[config.mk]
export PLATFORM = sky130hd
export DESIGN_NAME = operand_entry_flat
export DESIGN_NICKNAME = d
export VERILOG_FILES = /design/src/rtl/operand_entry_pkg.sv /design/src/rtl/operand_entry_if.sv /design/src/rtl/operand_entry_btn_debounce.sv /design/src/rtl/operand_entry.sv /design/src/flat_wrapper.sv
export SDC_FILE = /design/constraint.sdc
export NUM_CORES = 1
export LEC_CHECK = 0
export ABC_CLOCK_PERIOD_IN_PS = 2800
export BUFFER_PORTS_ARGS = -buffer_cell sky130_fd_sc_hd__buf_4
export CAP_MARGIN = 20
export CORE_ASPECT_RATIO = 0.8
export CORE_MARGIN = 2
export CORE_UTILIZATION = 40
export CTS_CLUSTER_DIAMETER = 150
export CTS_CLUSTER_SIZE = 14
export DETAILED_ROUTE_END_ITERATION = 8
export HOLD_SLACK_MARGIN = 0.06
export MAX_ROUTING_LAYER = met4
export PLACE_DENSITY_LB_ADDON = 0.2
export SYNTH_ARGS = -nofsm -noshare
export SYNTH_HDL_FRONTEND = slang
export SYNTH_SLANG_ARGS = --single-unit
[constraint.sdc]
create_clock -name clk -period 2.8 [get_ports clk]
set_input_delay 0.56 -clock clk [delete_from_list [all_inputs] [get_ports clk]]
set_output_delay 0.56 -clock clk [all_outputs]
set_load 0.01 [all_outputs]
[src/rtl/operand_entry_pkg.sv]
// Shared definitions for the calculator operand-entry stage: phase encodings and defaults.
package operand_entry_pkg;

    localparam int unsigned DEF_WIDTH       = 8;
    localparam int unsigned DEF_DB_CYCLES   = 250000;
    localparam int unsigned DEF_SYNC_STAGES = 2;

    typedef enum logic [2:0] {
        PH_ENTER_X   = 3'b000,
        PH_REQ_X     = 3'b001,
        PH_ENTER_Y   = 3'b010,
        PH_REQ_Y     = 3'b011,
        PH_WAIT_DONE = 3'b100
    } phase_e;

endpackage

[src/rtl/operand_entry_if.sv]
// Operand handshake between the entry stage (master) and the control unit (slave).
interface operand_entry_if
    import operand_entry_pkg::*;
#(
    parameter int unsigned WIDTH = DEF_WIDTH
) ();

    logic             start_x;
    logic             start_y;
    logic [WIDTH-1:0] operand;
    logic             ld_x;
    logic             ld_y;
    logic             done;

    modport master (
        output start_x, start_y, operand,
        input  ld_x, ld_y, done
    );

    modport slave (
        input  start_x, start_y, operand,
        output ld_x, ld_y, done
    );

endinterface

[src/rtl/operand_entry_btn_debounce.sv]
// Pushbutton conditioner: synchronizer, stable-count debounce and rising-edge event pulse.
module operand_entry_btn_debounce #(
    parameter int unsigned SYNC_STAGES = 2,
    parameter int unsigned DB_CYCLES   = 250000
) (
    input  logic clk,
    input  logic rst,
    input  logic i_btn,
    output logic o_evt
);

    localparam int unsigned CNT_W = (DB_CYCLES > 1) ? $clog2(DB_CYCLES) : 1;

    logic [SYNC_STAGES-1:0] r_sync;
    logic [CNT_W-1:0]       r_cnt;
    logic                   r_level;
    logic                   r_evt;
    logic                   w_synced;
    logic                   w_flip;

    assign w_synced = r_sync[SYNC_STAGES-1];
    assign w_flip   = (w_synced != r_level) && (r_cnt == CNT_W'(DB_CYCLES - 1));

    // Level flips only after DB_CYCLES consecutive disagreeing cycles.
    always_ff @(posedge clk or posedge rst) begin
        if (rst) begin
            r_sync  <= '0;
            r_cnt   <= '0;
            r_level <= 1'b0;
            r_evt   <= 1'b0;
        end else begin
            r_sync <= {r_sync[SYNC_STAGES-2:0], i_btn};
            r_evt  <= w_flip && !r_level;
            if (w_synced == r_level) begin
                r_cnt <= '0;
            end else if (w_flip) begin
                r_cnt   <= '0;
                r_level <= w_synced;
            end else begin
                r_cnt <= r_cnt + CNT_W'(1);
            end
        end
    end

    assign o_evt = r_evt;

endmodule

[src/rtl/operand_entry.sv]
// Calculator input stage: captures X then Y from the switches on ENTER and hands them to the control unit.
module operand_entry
    import operand_entry_pkg::*;
#(
    parameter int unsigned WIDTH       = DEF_WIDTH,
    parameter int unsigned DB_CYCLES   = DEF_DB_CYCLES,
    parameter int unsigned SYNC_STAGES = DEF_SYNC_STAGES
) (
    input  logic             clk,
    input  logic             rst,
    input  logic             i_enter_btn,
    input  logic             i_clear_btn,
    input  logic [WIDTH-1:0] i_sw,
    output logic [2:0]       o_phase,
    output logic             o_overrun,
    operand_entry_if.master  bus
);

    logic             w_enter_evt;
    logic             w_clear_evt;
    phase_e           r_state;
    logic [WIDTH-1:0] r_operand;
    logic             r_start_x;
    logic             r_start_y;
    logic             r_overrun;

    operand_entry_btn_debounce #(
        .SYNC_STAGES(SYNC_STAGES),
        .DB_CYCLES  (DB_CYCLES)
    ) u_db_enter (
        .clk  (clk),
        .rst  (rst),
        .i_btn(i_enter_btn),
        .o_evt(w_enter_evt)
    );

    operand_entry_btn_debounce #(
        .SYNC_STAGES(SYNC_STAGES),
        .DB_CYCLES  (DB_CYCLES)
    ) u_db_clear (
        .clk  (clk),
        .rst  (rst),
        .i_btn(i_clear_btn),
        .o_evt(w_clear_evt)
    );

    // Request outputs are set/cleared on the same edge as the state change, so they track the phase.
    always_ff @(posedge clk or posedge rst) begin
        if (rst) begin
            r_state   <= PH_ENTER_X;
            r_operand <= '0;
            r_start_x <= 1'b0;
            r_start_y <= 1'b0;
            r_overrun <= 1'b0;
        end else if (w_clear_evt) begin
            r_state   <= PH_ENTER_X;
            r_operand <= '0;
            r_start_x <= 1'b0;
            r_start_y <= 1'b0;
            r_overrun <= 1'b0;
        end else begin
            case (r_state)
                PH_ENTER_X: begin
                    if (w_enter_evt) begin
                        r_operand <= i_sw;
                        r_start_x <= 1'b1;
                        r_state   <= PH_REQ_X;
                    end
                end
                PH_REQ_X: begin
                    if (w_enter_evt) r_overrun <= 1'b1;
                    if (bus.ld_x) begin
                        r_start_x <= 1'b0;
                        r_state   <= PH_ENTER_Y;
                    end
                end
                PH_ENTER_Y: begin
                    if (w_enter_evt) begin
                        r_operand <= i_sw;
                        r_start_y <= 1'b1;
                        r_state   <= PH_REQ_Y;
                    end
                end
                PH_REQ_Y: begin
                    if (w_enter_evt) r_overrun <= 1'b1;
                    if (bus.ld_y) begin
                        r_start_y <= 1'b0;
                        r_state   <= PH_WAIT_DONE;
                    end
                end
                PH_WAIT_DONE: begin
                    if (w_enter_evt) r_overrun <= 1'b1;
                    if (bus.done) r_state <= PH_ENTER_X;
                end
                default: begin
                    r_start_x <= 1'b0;
                    r_start_y <= 1'b0;
                    r_state   <= PH_ENTER_X;
                end
            endcase
        end
    end

    assign bus.start_x = r_start_x;
    assign bus.start_y = r_start_y;
    assign bus.operand = r_operand;
    assign o_phase     = r_state;
    assign o_overrun   = r_overrun;

endmodule

[src/flat_wrapper.sv]
// flat-port wrapper written by rule: the top's interface ports become plain ports
module operand_entry_flat import operand_entry_pkg::*;
#(
    parameter int unsigned WIDTH       = DEF_WIDTH,
    parameter int unsigned DB_CYCLES   = DEF_DB_CYCLES,
    parameter int unsigned SYNC_STAGES = DEF_SYNC_STAGES
)
  (clk, rst, i_enter_btn, i_clear_btn, i_sw, o_phase, o_overrun, bus_start_x, bus_start_y, bus_operand, bus_ld_x, bus_ld_y, bus_done);
  operand_entry_if #(.WIDTH(WIDTH)) bus_i ();
  input  logic clk;
  input  logic rst;
  input  logic i_enter_btn;
  input  logic i_clear_btn;
  input  logic [WIDTH-1:0] i_sw;
  output logic [2:0] o_phase;
  output logic o_overrun;
  output wire logic [$bits(bus_i.start_x)-1:0] bus_start_x;
  output wire logic [$bits(bus_i.start_y)-1:0] bus_start_y;
  output wire logic [$bits(bus_i.operand)-1:0] bus_operand;
  input wire logic [$bits(bus_i.ld_x)-1:0] bus_ld_x;
  input wire logic [$bits(bus_i.ld_y)-1:0] bus_ld_y;
  input wire logic [$bits(bus_i.done)-1:0] bus_done;
  assign bus_start_x = bus_i.start_x;
  assign bus_start_y = bus_i.start_y;
  assign bus_operand = bus_i.operand;
  assign bus_i.ld_x = bus_ld_x;
  assign bus_i.ld_y = bus_ld_y;
  assign bus_i.done = bus_done;
  operand_entry #(.WIDTH(WIDTH), .DB_CYCLES(DB_CYCLES), .SYNC_STAGES(SYNC_STAGES)) u_core (.clk(clk), .rst(rst), .i_enter_btn(i_enter_btn), .i_clear_btn(i_clear_btn), .i_sw(i_sw), .o_phase(o_phase), .o_overrun(o_overrun), .bus(bus_i));
endmodule
Word-level counts from Yosys, hierarchy flattened --
Index checks and enable logic that the tools add are counted.
Storage, ports and cells: register bits after elaboration 58, input bits 15, output and inout bits 14, logic and storage cells 78
Operators by class: add/sub/neg operators 2, equality and inequality tests 17, multiplexer cells 23, bitwise gates (word level) 2, reductions and logical operators 21
Operators with widths (count):
- 2-to-1 mux 18 bit | 4
- adder 18 x 1 -> 18 bit (second input constant) | 2
- equality test 18 bit (second input constant) | 2
- 2-to-1 mux 8 bit | 3
- 2-to-1 mux 3 bit | 6
- inequality test 3 bit (second input constant) | 5
- case mux 3 bit (5 select lines) | 1
- OR reduction 3 bit | 3
- AND reduction 2 bit | 4
- 2-to-1 mux 1 bit | 7
- equality test 3 x 2 -> 1 bit (second input constant) | 2
- case mux 1 bit (3 select lines) | 2
- AND reduction 3 bit | 2
- nonzero test 2 bit | 3
- AND reduction 5 bit | 1
- logical AND 1 bit | 4
- inequality test 2 x 1 -> 1 bit (second input constant) | 2
- equality test 3 x 1 -> 1 bit (second input constant) | 1
- equality test 3 bit (second input constant) | 1
- logical NOT 3 bit | 1
- equality test 1 bit | 2
- logical NOT 1 bit | 2
- inequality test 1 bit | 2
- inverter 1 bit | 2
- OR reduction 2 bit | 1

Depth between registers and ports, before layout --
depth in word-level cells 4, mapped depth 6, depth with buffers taken out 5

Modules after synthesis --
From an unflattened synthesis, not the netlist that was laid out.
Second synthesis, totals: cells, all modules 269, area total of the unflattened synthesis 2812.7 um^2
Modules (own cells, without submodules):
- operand_entry_btn_debounce | instances 2, cells each 101, area each 1052.3 um^2, sequential area each 550.5 um^2
- operand_entry | instances 1, cells each 67, area each 708.2 um^2, sequential area each 350.3 um^2

Worst setup path before layout --
Ideal clock, no wire load.
path kind reg2reg, start register u_core.u_db_enter.r_cnt[13], end register u_core.u_db_enter.r_level, library setup time 125 ps, data arrival time 1925 ps, data required time 2675 ps, setup slack 751 ps, stages on the path, launching flop included 5, path buffers 0, period minus slack after synthesis 2049 ps, cell sequence dfrtp_1 -> or4b_1 -> or4_4 -> nor2_1 -> mux2_2
On the way: word-level cells in the longest chain between the ends 3
RTL lines:
- from (decl) | line operand_entry_btn_debounce.sv:15 | logic [CNT_W-1:0] r_cnt;
- from (signal assigned) | line operand_entry_btn_debounce.sv:40 | r_cnt <= r_cnt + CNT_W'(1);
- equality test 18 bit | line operand_entry_btn_debounce.sv:22 | assign w_flip = (w_synced != r_level) && (r_cnt == CNT_W'(DB_CYCLES - 1));
- logical AND 1 bit | line operand_entry_btn_debounce.sv:22
- AND reduction 2 bit (no source line)
- to (signal assigned) | line operand_entry_btn_debounce.sv:38 | r_level <= w_synced;
- to (decl) | line operand_entry_btn_debounce.sv:16 | logic r_level;
No other way between the ends. A chain may end at the register's enable or synchronous reset.

Worst setup path in the final report --
Ends and elaborated chain as after synthesis.

==> impl_metrics.csv <==
group,metric,value,unit
cts,cts_sinks,58,
timing,worst_pin_slew,0.728,ns
critical_path,startpoint_type,"flip-flop",
synthesis,synth_edf_count,0,
critical_path,critPathSlowestCell,"or4_4",
finish,layout-drive-gt1-share,0.187,
synthesis,yosys-top-cells-count,"58 x dfrtp_1, 45 x nor2_1, 16 x xnor2_1",
critical_path,critPathTopFamily,"simple AND/OR/NAND/NOR gates",
drt,avgViaCountPerCell,5.01,
cts,clockBufferDepth,2,
timing,skew,0.00421,ns
drt,postRouteAntennaNets,0,
synthesis,synth-async-reset-ratio,1.00,
global_routing,grt_usage,0.155,
global_routing,grt_start_max_net_pins,36,
timing,fmax,0.464,GHz
critical_path,cp.required,3.02,ns
drt,drtIter0Drc,80,
synthesis,synth_fp_nets,279,
global_routing,use_met3,0.0748,
global_routing,grt_util_met2,0.196,
finish,multi_input_area,1160,µm²
placed_design,placed_area,3010,µm²
synthesis,synth_most_common_cell,"dfrtp_1",
placed_design,pre_cts_slack,0.641,ns
global_routing,gr-total-overflow,0,
synthesis,syn_avg_cell_area,10.3,µm²
cts,cts.clk_slew.worst_paths,0.06,ns
drt,wl_per_cell,12.9,µm
synthesis,yosysSeqAreaShare,0.540,
global_routing,grt_pass1_vias,1802,
timing,min_period_over_period,0.770,
finish,fill_cells,589,
flow_run,maxCapViolCount,0,
timing,finalSetupTns,0,ns
critical_path,path_buf_inv,0,
placed_design,dp_hpwl,3.55,mm
global_routing,grt_pass1_wl,8.43,mm
timing,setup_violations,0,
synthesis,synth_cell_types,37,
power_and_ir_drop,total_power,1.78,mW
cts,cts_hold_buf,0,
drt,wl,5.01,mm
finish,antenna-diode-count,0,
cts,cts_tree,"built",
timing,relSlewSlack,0.514,
floorplan,pin_count,29,
cts,numCtsBuffers,9,
power_and_ir_drop,p_leak,1.40,nW
critical_path,slowest_delay,0.55,ns
timing,holdWs,0.329,ns
floorplan,num_rows,26,
timing,fin_ws,0.644,ns
global_routing,grtUsageMet1,0.218,
floorplan,start_util,0.418,
critical_path,cp_cell_sequence,"or4b_1 -> or4_4 -> nor2_1 -> mux2_2",
synthesis,syn_inst,262,
floorplan,fp.dieW,95.7,µm
power_and_ir_drop,ir_worst_vdd,0.260,mV
floorplan,fp.dieH,77.4,µm
cts,post_cts_resized,0,
finish,area_growth,20.1,%
synthesis,yosysTopAreaCell,"dfrtp_1",
drt,drc,0,
placed_design,gp_routability_congestion,0.821,
drt,first_pass_iters,4,
finish,final_area,3230,µm²
synthesis,synth_flop_cell,"dfrtp_1",
finish,regArea,1450,µm²
timing,rsz0062_at_grt,"false",
synthesis,ys_ff_latch,58,
finish,final_nets,317,
floorplan,dieArea,7400,µm²
critical_path,endpoint_kind,"flip-flop",
critical_path,path_max_fanout,4,
global_routing,busiest_layer,"met1",
finish,fin_util,0.502,
synthesis,synth_area_leaders,"dfrtp_1 54%, nor2_1 6.3%, xnor2_1 5.2%",
synthesis,syn_area,2690,µm²
cts,htreeDepth,3,
critical_path,arrival,2.38,ns
timing,fin_crit,2.16,ns
power_and_ir_drop,pwr_density_cell,549,nW/µm²
global_routing,antenna_found_initial,0,
cts,post_cts_buffers,0,
placed_design,placed_cells,373,
placed_design,portBuffers,28,
timing,slew_viol_final,0,
floorplan,fp.coreArea,6440,µm²
hold_path,hp-class,"primary input to flip-flop",
run_status,outcome,"complete, no violations",
finish,instances_no_fill,389,
cts,clk_latency,0.33,ns
cts,cts_root_buf,"clkbuf_8",
timing,final-hold-violation-count,0,
synthesis,ys_warn_count,0,
critical_path,worstSetupPathType,"flip-flop to flip-flop",
drt,vias,1949,
synthesis,yosys.area.top_type_share,0.540,
==> kinds of logic (layout without fill, tap and decap cells) <==
family,count (synthesis),after routing,synth area share
DFF,58,58,0.540
and+or+nand+nor,120,120,0.232
adders and majority gates,2,2,0.00930
buffers and inverters,18,61,0.0279
xor gates and xnor gates,27,27,0.0879
muxes,12,12,0.0460
AOI/OAI and AO/OA,25,25,0.0572
==> state kept, by name, indices dropped and copies added, names as in the netlist, 2 cells and up <==
| name | cells |
|---|---|
| u_core.u_db_clear.r_sync | 2 |
| u_core.bus.operand | 8 |
| u_core.o_phase | 3 |
| u_core.u_db_enter.r_sync | 2 |
| u_core.u_db_clear.r_cnt | 18 |
| u_core.u_db_enter.r_cnt | 18 |
==> area by class of cell <==
cell class | instances | area share
multi-input cells | 186 | 0.360
repair buffers | 33 | 0.0767
well taps | 84 | 0.0325
inverters | 12 | 0.0139
clock inverters | 5 | 0.0240
flip-flops and latches | 58 | 0.449
clock buffers | 11 | 0.0437
==> cell usage in the layout (no fill, tap or decap), types with 6 or more instances in the layout <==
master    count
nor4_1        8
mux2i_1       9
nand4_1       9
dfrtp_1      58
clkbuf_8     10
a21oi_1      11
nand3_1      14
nand2_1      11
xnor2_1      16
or4_1         7
nor2_1       45
xor2_1       11
o21ai_0       6
inv_1        11
buf_4        33
==> path summary, 6_finish.rpt <==
| kind | cells after the start | endpoint | slack (ns) | from |
|---|---|---|---|---|
| min in group asynchronous | 2 | u_core.bus.operand[3] | 0.35 | rst |
| setup reg to reg | 4 | u_core.u_db_enter.r_level | 0.64 | u_core.u_db_enter.r_cnt[13] |
| max in group asynchronous | 3 | u_core.u_db_enter.o_evt | 1.79 | rst |
| setup / recovery | 4 | u_core.u_db_enter.r_level | 0.64 | u_core.u_db_enter.r_cnt[13] |
| hold reg to reg | 0 | u_core.u_db_enter.r_sync[1] | 0.35 | u_core.u_db_enter.r_sync[0] |
| hold / removal | 1 | u_core.u_db_clear.r_sync[0] | 0.33 | i_clear_btn |
==> power breakdown <==
| part | switching, mW | total, mW | internal (mW) |
|---|---|---|---|
| clock network | 0.318 | 0.840 | 0.522 |
| registers | 0.0133 | 0.864 | 0.851 |
| logic | 0.0398 | 0.0712 | 0.0314 |
==> per-layer routing <==
metal	vias up	wire [µm]
met3	5	368
li1	992	-
met2	48	1960
met5	-	0
met4	0	47
met1	904	2630
(Power assumes the default switching activity.)
